--- src/rtl/cpu_types_pkg.sv ---
// Shared CPU datapath types.
package cpu_types_pkg;

   typedef logic [31:0] word_t;

endpackage

--- src/rtl/data_path_muxs_pkg.sv ---
// Datapath-level types: the memory request controller state and latched request.
package data_path_muxs_pkg;
   import cpu_types_pkg::*;

   typedef logic [1:0] mem_req_state_t;

   localparam mem_req_state_t MEM_IDLE = 2'd0;
   localparam mem_req_state_t MEM_BUSY = 2'd1;
   localparam mem_req_state_t MEM_DONE = 2'd2;

   typedef struct packed {
      logic  ren;
      logic  wen;
      word_t addr;
      word_t data;
   } mem_req_t;

endpackage

--- src/rtl/mem_req_ctrl.sv ---
// MEM-stage request controller: holds a dcache request until dhit, captures load data
// and drives the MEM/WB enable while stalling the front of the pipe.
module mem_req_ctrl
   import cpu_types_pkg::*;
   import data_path_muxs_pkg::*;
#(
   parameter int unsigned TIMEOUT = 1024
) (
   input  logic  CLK,
   input  logic  RST,
   input  logic  dREN_EX_MEM,
   input  logic  dWEN_EX_MEM,
   input  word_t addr_EX_MEM,
   input  word_t store_EX_MEM,
   input  logic  flush_MEM,
   input  logic  dhit,
   input  word_t dcache_load,
   output logic  dmemREN,
   output logic  dmemWEN,
   output word_t dmemaddr,
   output word_t dmemstore,
   output word_t dmemload,
   output logic  enable_MEM_WB,
   output logic  mem_stall,
   output logic  timeout_o
);

   localparam logic [15:0] TIMEOUT_W = 16'(TIMEOUT);

   mem_req_state_t state_q, state_d;
   mem_req_t       req_q, req_d;
   word_t          load_q, load_d;
   logic           drop_q, drop_d;
   logic [15:0]    cnt_q, cnt_d;
   logic           tmo_q, tmo_d;

   logic mem_op;
   logic in_idle, in_busy, in_done;

   assign mem_op  = (dREN_EX_MEM | dWEN_EX_MEM) & ~flush_MEM;
   assign in_idle = (state_q == MEM_IDLE);
   assign in_busy = (state_q == MEM_BUSY);
   assign in_done = (state_q == MEM_DONE);

   always_comb begin
      state_d = state_q;
      req_d   = req_q;
      load_d  = load_q;
      drop_d  = drop_q;
      cnt_d   = cnt_q;
      tmo_d   = tmo_q;
      case (state_q)
         MEM_IDLE: begin
            if (mem_op) begin
               req_d.ren  = dREN_EX_MEM;
               req_d.wen  = dWEN_EX_MEM & ~dREN_EX_MEM;
               req_d.addr = addr_EX_MEM;
               req_d.data = store_EX_MEM;
               // counter holds BUSY cycles so far, including the current one
               cnt_d      = 16'd1;
               state_d    = MEM_BUSY;
            end
         end
         MEM_BUSY: begin
            if (cnt_q == TIMEOUT_W) tmo_d = 1'b1;
            if (cnt_q != 16'hFFFF)  cnt_d = cnt_q + 16'd1;
            if (flush_MEM)          drop_d = 1'b1;
            if (dhit) begin
               if (req_q.ren && !drop_q && !flush_MEM) load_d = dcache_load;
               req_d.ren = 1'b0;
               req_d.wen = 1'b0;
               state_d   = MEM_DONE;
            end
         end
         MEM_DONE: begin
            drop_d  = 1'b0;
            state_d = MEM_IDLE;
         end
         default: state_d = MEM_IDLE;
      endcase
   end

   always_ff @(posedge CLK) begin
      if (RST) begin
         state_q <= MEM_IDLE;
         req_q   <= '0;
         load_q  <= '0;
         drop_q  <= 1'b0;
         cnt_q   <= '0;
         tmo_q   <= 1'b0;
      end else begin
         state_q <= state_d;
         req_q   <= req_d;
         load_q  <= load_d;
         drop_q  <= drop_d;
         cnt_q   <= cnt_d;
         tmo_q   <= tmo_d;
      end
   end

   assign dmemREN   = req_q.ren;
   assign dmemWEN   = req_q.wen;
   assign dmemaddr  = req_q.addr;
   assign dmemstore = req_q.data;
   assign dmemload  = load_q;

   // a flush seen in DONE kills the writeback just like one recorded during BUSY
   assign mem_stall     = (in_idle & mem_op) | in_busy;
   assign enable_MEM_WB = (in_idle & ~mem_op) | (in_done & ~drop_q & ~flush_MEM);
   assign timeout_o     = tmo_q | (in_busy & (cnt_q == TIMEOUT_W));

endmodule

--- config.mk ---
export PLATFORM = sky130hd
export DESIGN_NAME = mem_req_ctrl
export DESIGN_NICKNAME = d
export VERILOG_FILES = /design/src/rtl/cpu_types_pkg.sv /design/src/rtl/data_path_muxs_pkg.sv /design/src/rtl/mem_req_ctrl.sv
export SDC_FILE = /design/constraint.sdc
export NUM_CORES = 1
export LEC_CHECK = 0
export BUFFER_PORTS_ARGS = -buffer_cell sky130_fd_sc_hd__buf_4
export CAP_MARGIN = 20
export CORE_AREA = 2 2 123 89
export CTS_CLUSTER_DIAMETER = 200
export DETAILED_ROUTE_END_ITERATION = 8
export DIE_AREA = 0 0 125 91
export PLACE_DENSITY = 0.78
export SLEW_MARGIN = 20
export SYNTH_ARGS = -nofsm -noshare
export SYNTH_HDL_FRONTEND = slang
export SYNTH_SLANG_ARGS = --single-unit
--- constraint.sdc ---
create_clock -name CLK -period 2.2 [get_ports CLK]
set_clock_uncertainty 0.15 [all_clocks]
set_input_delay 0.44 -clock CLK [delete_from_list [all_inputs] [get_ports CLK]]
set_output_delay 0.44 -clock CLK [all_outputs]
set_load 0.01 [all_outputs]
==> results of run 1 <==
## per-stage QoR
stage	power (mW)	TNS [ns]	area (µm²)
global placement	2.92	0	6260
global route	6.34	-0.160	6970
floorplan	2.60	0	4660
CTS	6.16	-0.104	6970
detailed placement	2.94	0	6260
finish	6.12	-0.0750	6970
## area by class of cell
class / count / area, µm²
clock buffer: 19 / 433
tap: 132 / 165
clock inverter: 13 / 253
inverter: 5 / 18.8
timing repair buffer: 216 / 1660
sequential: 118 / 2370
fill: 798 / 3190
multi-input combinational: 403 / 2080
## power breakdown
group | internal, mW | leakage [nW] | total (mW) | switching (mW)
clock | 2.24 | 0.327 | 3.22 | 0.986
sequential | 2.22 | 0.962 | 2.27 | 0.0532
combinational | 0.311 | 1.64 | 0.622 | 0.310
## path summary, 6_finish.rpt
kind	startpoint	slack [ns]	depth (start not counted)	endpoint
setup / recovery	cnt_q[4]$_SDFFE_PP0P_	-0.08	4	timeout_o
hold / removal	dREN_EX_MEM	0.12	2	dmemWEN$_SDFFE_PP0P_
setup reg to reg	cnt_q[0]$_SDFFE_PP0P_	0.29	5	cnt_q[0]$_SDFFE_PP0P_
hold reg to reg	dmemload[8]$_SDFFE_PP0P_	0.30	2	dmemload[8]$_SDFFE_PP0P_
## metal layers
layer  vias up  wire length [µm]
met5         -                 0
met4         0               244
met3        24              1370
met2       208              6240
met1      2149              5700
li1       2303                 -
## flip-flops by register name, indices dropped and copies added, names as in the netlist
register / count
dmemREN: 1
drop_q: 1
tmo_q: 1
cnt_q: 16
state_q: 2
dmemload: 32
dmemaddr: 32
dmemstore: 32
dmemWEN: 1
## what timing repair did
action                                  CTS  global route
gates resized for setup                   5             1
endpoints found under the hold margin     0             0
pin swaps                                 1             0
endpoints found under the setup margin    1             1
buffers inserted                          1             0
## cell families after synthesis
group	count (synthesis)	synth area share, %
AOI/OAI and AO/OA	143	19.5
adders and majority gates	2	0.537
buffers and inverters	46	5.12
DFF	118	50.7
muxes	3	0.644
and+or+nand+nor	255	23.6
## worst reg2reg max path: cells and delay by family (launching register included)
family	cells	cell delay [ns]
AO/OA/AOI/OAI	1	0.24
adder cells (fa/ha/maj)	1	0.27
flip-flops	1	0.42
AND/OR/NAND/NOR	3	0.77
## cell usage in the layout (no fill, tap or decap), types with 4 or more instances in the layout
cell type / instances
a31oi_1: 4
nand2_1: 204
nand3_1: 7
nand2b_1: 4
o21ai_0: 5
nor2_1: 13
buf_4: 213
inv_1: 5
bufinv_16: 7
nand4_1: 5
a311oi_2: 6
clkbuf_16: 17
a21oi_1: 102
dfxtp_1: 116
==> flow_metrics.tcl, run 1 <==
set metrics [dict create \
    cts_root_buffer "clkbuf_16" \
    cts.clk_slew.worst_paths_ns 0.05 \
    hpwl_mm 9.38 \
    crit_path_start_kind "register" \
    insertion_delay_ns 0.41 \
    ys_ff_latch 118 \
    die_h_um 91 \
    port_buffers 202 \
    antenna_found_initial 0 \
    wl_per_cell_um 14.9 \
    cts_sinks 118 \
    synth.avg_cell_area_um2 8.22 \
    synth_top_area_share_pct 50.7 \
    criticalPathCategory "reg2out" \
    grt_pass1_wl_mm 22.0 \
    use_met3_pct 10.1 \
    cp_cell_sequence "or4_4 -> nor3_2 -> a41o_1 -> buf_4" \
    power_density_nw_per_um2 877 \
    crit_path_top_delay_cell "or4_4" \
    maxCapViolCount 0 \
    fin_nets 865 \
    dpl.cell_count 873 \
    stdcell_count 906 \
    viasPerCell 5.17 \
    htree_levels 4 \
    cts_buffers 17 \
    postCtsHoldBufs 0 \
    drt_iter0_drc 225 \
    crit_required_ns 1.61 \
    crit_path_end_kind "primary output" \
    drv_slew 0 \
    tightestPinTransition_ns 0.579 \
    fin_ws_ns -0.0750 \
    post-route-drc-count 0 \
    setup_viol 1 \
    drive_gt1_share_pct 35.3 \
    synth_common_cells "204 x nand2_1, 118 x dfxtp_1, 102 x a21oi_1" \
    post-route-min-period_ns 2.28 \
    crit_family "simple AND/OR/NAND/NOR gates" \
    gp_congestion 0.941 \
    busiest_layer "met2" \
    leakagePower_nw 2.93 \
    grt_pass1_vias 4511 \
    vias 4684 \
    synth_top_cell_by_area "dfxtp_1" \
    cp_slowest_stage_delay_ns 0.52 \
    diodes 0 \
    slew_headroom_pct 61.4 \
    dp_slack_ns 0.220 \
    fp.dieW_um 125 \
    ios 203 \
    fin_util_pct 68.6 \
    cts_tree "yes" \
    async_reset_ff_share_pct 0 \
    synth_top_cells_by_area "dfxtp_1 51%, nand2_1 16%, a21oi_1 11%" \
    synth_edf_count 0 \
    peakVddDrop_mv 0.528 \
    synth_most_common_cell "nand2_1" \
    seq_area_frac_synth_pct 50.7 \
    gr-total-overflow 0 \
    postSynthNetCount 671 \
    dr.pass1.iters 5 \
    violations "setup timing" \
    grt_use_total_pct 23.9 \
    core_um2 10200 \
    arrival_ns 1.69 \
    synthDistinctLibCells 51 \
    clockBufferDepth 2 \
    max_clock_freq_mhz 440 \
    path_max_fanout 2 \
    hp-class "in2reg" \
    num_rows 31 \
    grt_max_degree 78 \
    timing_hold_violations_final 0 \
    drt-total-wl_mm 13.5 \
    rsz0062_at_grt "yes" \
    synth_area_um2 4660 \
    min_period_over_period_pct 103 \
    dieArea_um2 11400 \
    yosys_warnings 0 \
    start_util_pct 45.9 \
    ant_nets 0 \
    grtUsageMet2_pct 37.2 \
    use_met1_pct 29.1 \
    crit_buf_inv 1 \
    postSynthCellCount 567 \
    synthFlopType "dfxtp_1" \
    outcome "complete, but fails checks" \
    whs_ns 0.121 \
    syn2layout_area_growth_pct 49.6 \
]
Power figures use the tool's default switching activity.
==> inputs of run 2 (changes only) <==
clock period = 2.55 ns   (was 2.2 ns; I/O delays follow)
==> run 2 against run 1 <==
  * The flow now finishes without violations
  * Cell area shrank 1.4%
  * Critical path depth stayed put
  * Routed wire length decreased by 3.3%
  * Power is 17% lower
  * Sequential power shrank 14%
  * Sequential share of layout area increased by 0.43 points
  * Critical path type unchanged
  * Largest cell class unchanged
  * Highest routed layer unchanged
==> flow_metrics.tcl, run 2 (synthesized netlist as in run 1, its figures left out) <==
set metrics [dict create \
    cp_slowest_stage_delay_ns 0.53 \
    final_area_um2 6880 \
    cts.clk_slew.worst_paths_ns 0.06 \
    num_rows 31 \
    rsz0062_at_grt "no" \
    vias 4670 \
    fp.dieW_um 125 \
    crit_path_end_kind "primary output" \
    drv_slew 0 \
    dr.pass1.iters 4 \
    cts_root_buffer "clkbuf_16" \
    min_period_over_period_pct 96.8 \
    start_util_pct 45.9 \
    peakVddDrop_mv 0.428 \
    arrival_ns 1.81 \
    clockBufferDepth 2 \
    wl_per_cell_um 14.5 \
    tightestPinTransition_ns 0.646 \
    core_um2 10200 \
    grt_max_degree 64 \
    setup_viol 0 \
    max_clock_freq_mhz 405 \
    fin_util_pct 67.7 \
    cts_tree "yes" \
    leakagePower_nw 2.88 \
    drt-total-wl_mm 13.1 \
    crit_family "simple AND/OR/NAND/NOR gates" \
    grt_use_total_pct 23.1 \
    crit_path_top_delay_cell "or4_1" \
    cp_cell_sequence "or4_1 -> nor3_1 -> a41o_1 -> buf_4" \
    drt_iter0_drc 216 \
    path_max_fanout 9 \
    hpwl_mm 9.22 \
    hp-class "in2reg" \
    gr-total-overflow 0 \
    htree_levels 4 \
    ant_nets 0 \
    drive_gt1_share_pct 34.6 \
    insertion_delay_ns 0.40 \
    ios 203 \
    post-route-min-period_ns 2.47 \
    maxCapViolCount 0 \
    post-route-drc-count 0 \
    whs_ns 0.175 \
    fill_cells 844 \
    power_density_nw_per_um2 743 \
    cts_setup_buffers 0 \
    gp_congestion 0.914 \
    dieArea_um2 11400 \
    outcome "finished clean" \
    cts_buffers 17 \
    path_depth 4 \
    cts_sinks 118 \
    die_h_um 91 \
    crit_buf_inv 1 \
    syn2layout_area_growth_pct 47.4 \
    grt_pass1_vias 4557 \
    antenna_found_initial 0 \
    crit_required_ns 1.89 \
    final_common_cell "buf_4" \
    min_path_cells 2 \
    criticalPathCategory "reg2out" \
    diodes 0 \
    slew_headroom_pct 56.7 \
    viasPerCell 5.18 \
    fin_nets 860 \
    timing_hold_violations_final 0 \
    reg2reg_slack_ns 0.30 \
    port_buffers 202 \
    rr_worst_depth 6 \
    p_total_mw 5.11 \
    mostFrequentLayoutCells "209 x buf_4, 204 x nand2_1, 117 x dfxtp_1" \
    placed_cell_area_um2 6220 \
    crit_path_start_kind "register" \
    setup_tns_ns 0 \
    grt_pass1_wl_mm 21.3 \
]
## run 2: cell count changes in the layout (fill, tap and decap cells not counted), moves of 2 or more
cell / delta
buf_4: -4
bufinv_16: -2
clkbuf_1: -2
clkinv_2: +2
clkbuf_8: +2
## run 2: timing repair
action                                 in CTS  in global routing
setup endpoints to repair                   0                  1
endpoints found under the hold margin       0                  0
hold buffers                                0                  0
gates resized for setup                     0                  1
## run 2: final cells by class
type                       count  area (µm²)  share of cell area [%]
clock buffer                  19         453                    6.59
clock inverter                13         203                    2.95
inverter                       5        18.8                   0.273
multi-input combinational    403        2060                    30.0
sequential                   118        2360                    34.4
tap                          132         165                    2.40
timing repair buffer         211        1610                    23.4
## run 2: final timing paths
kind,start,endpoint
worst max-delay path,cnt_q[4]$_SDFFE_PP0P_,timeout_o
worst min register to register,dmemload[16]$_SDFFE_PP0P_,dmemload[16]$_SDFFE_PP0P_
worst min-delay path,dREN_EX_MEM,dmemWEN$_SDFFE_PP0P_
worst max register to register,cnt_q[0]$_SDFFE_PP0P_,cnt_q[13]$_SDFFE_PP0P_
## run 2: power breakdown
group          switching, mW  internal, mW  leakage [nW]
sequential            0.0455          1.92         0.961
combinational          0.263         0.259          1.60
clock                  0.842          1.78         0.319
total                   1.15          3.96          2.88
## run 2: per-layer routing
layer,track usage [%],wire length (µm)
met5,0,0
met4,10.6,185
met3,9.07,1260
met2,37.3,6220
met1,27.3,5430
## run 2: metrics by stage
| stage | instances | worst slack (ns) |
|---|---|---|
| 2_1_floorplan | 567 | 0.618 |
| 3_3_place_gp | 869 | 0.391 |
| 3_5_place_dp | 869 | 0.315 |
| 4_1_cts | 901 | 0.0247 |
| 5_1_grt | 901 | 0.0213 |
| 6_report | 901 | 0.0816 |
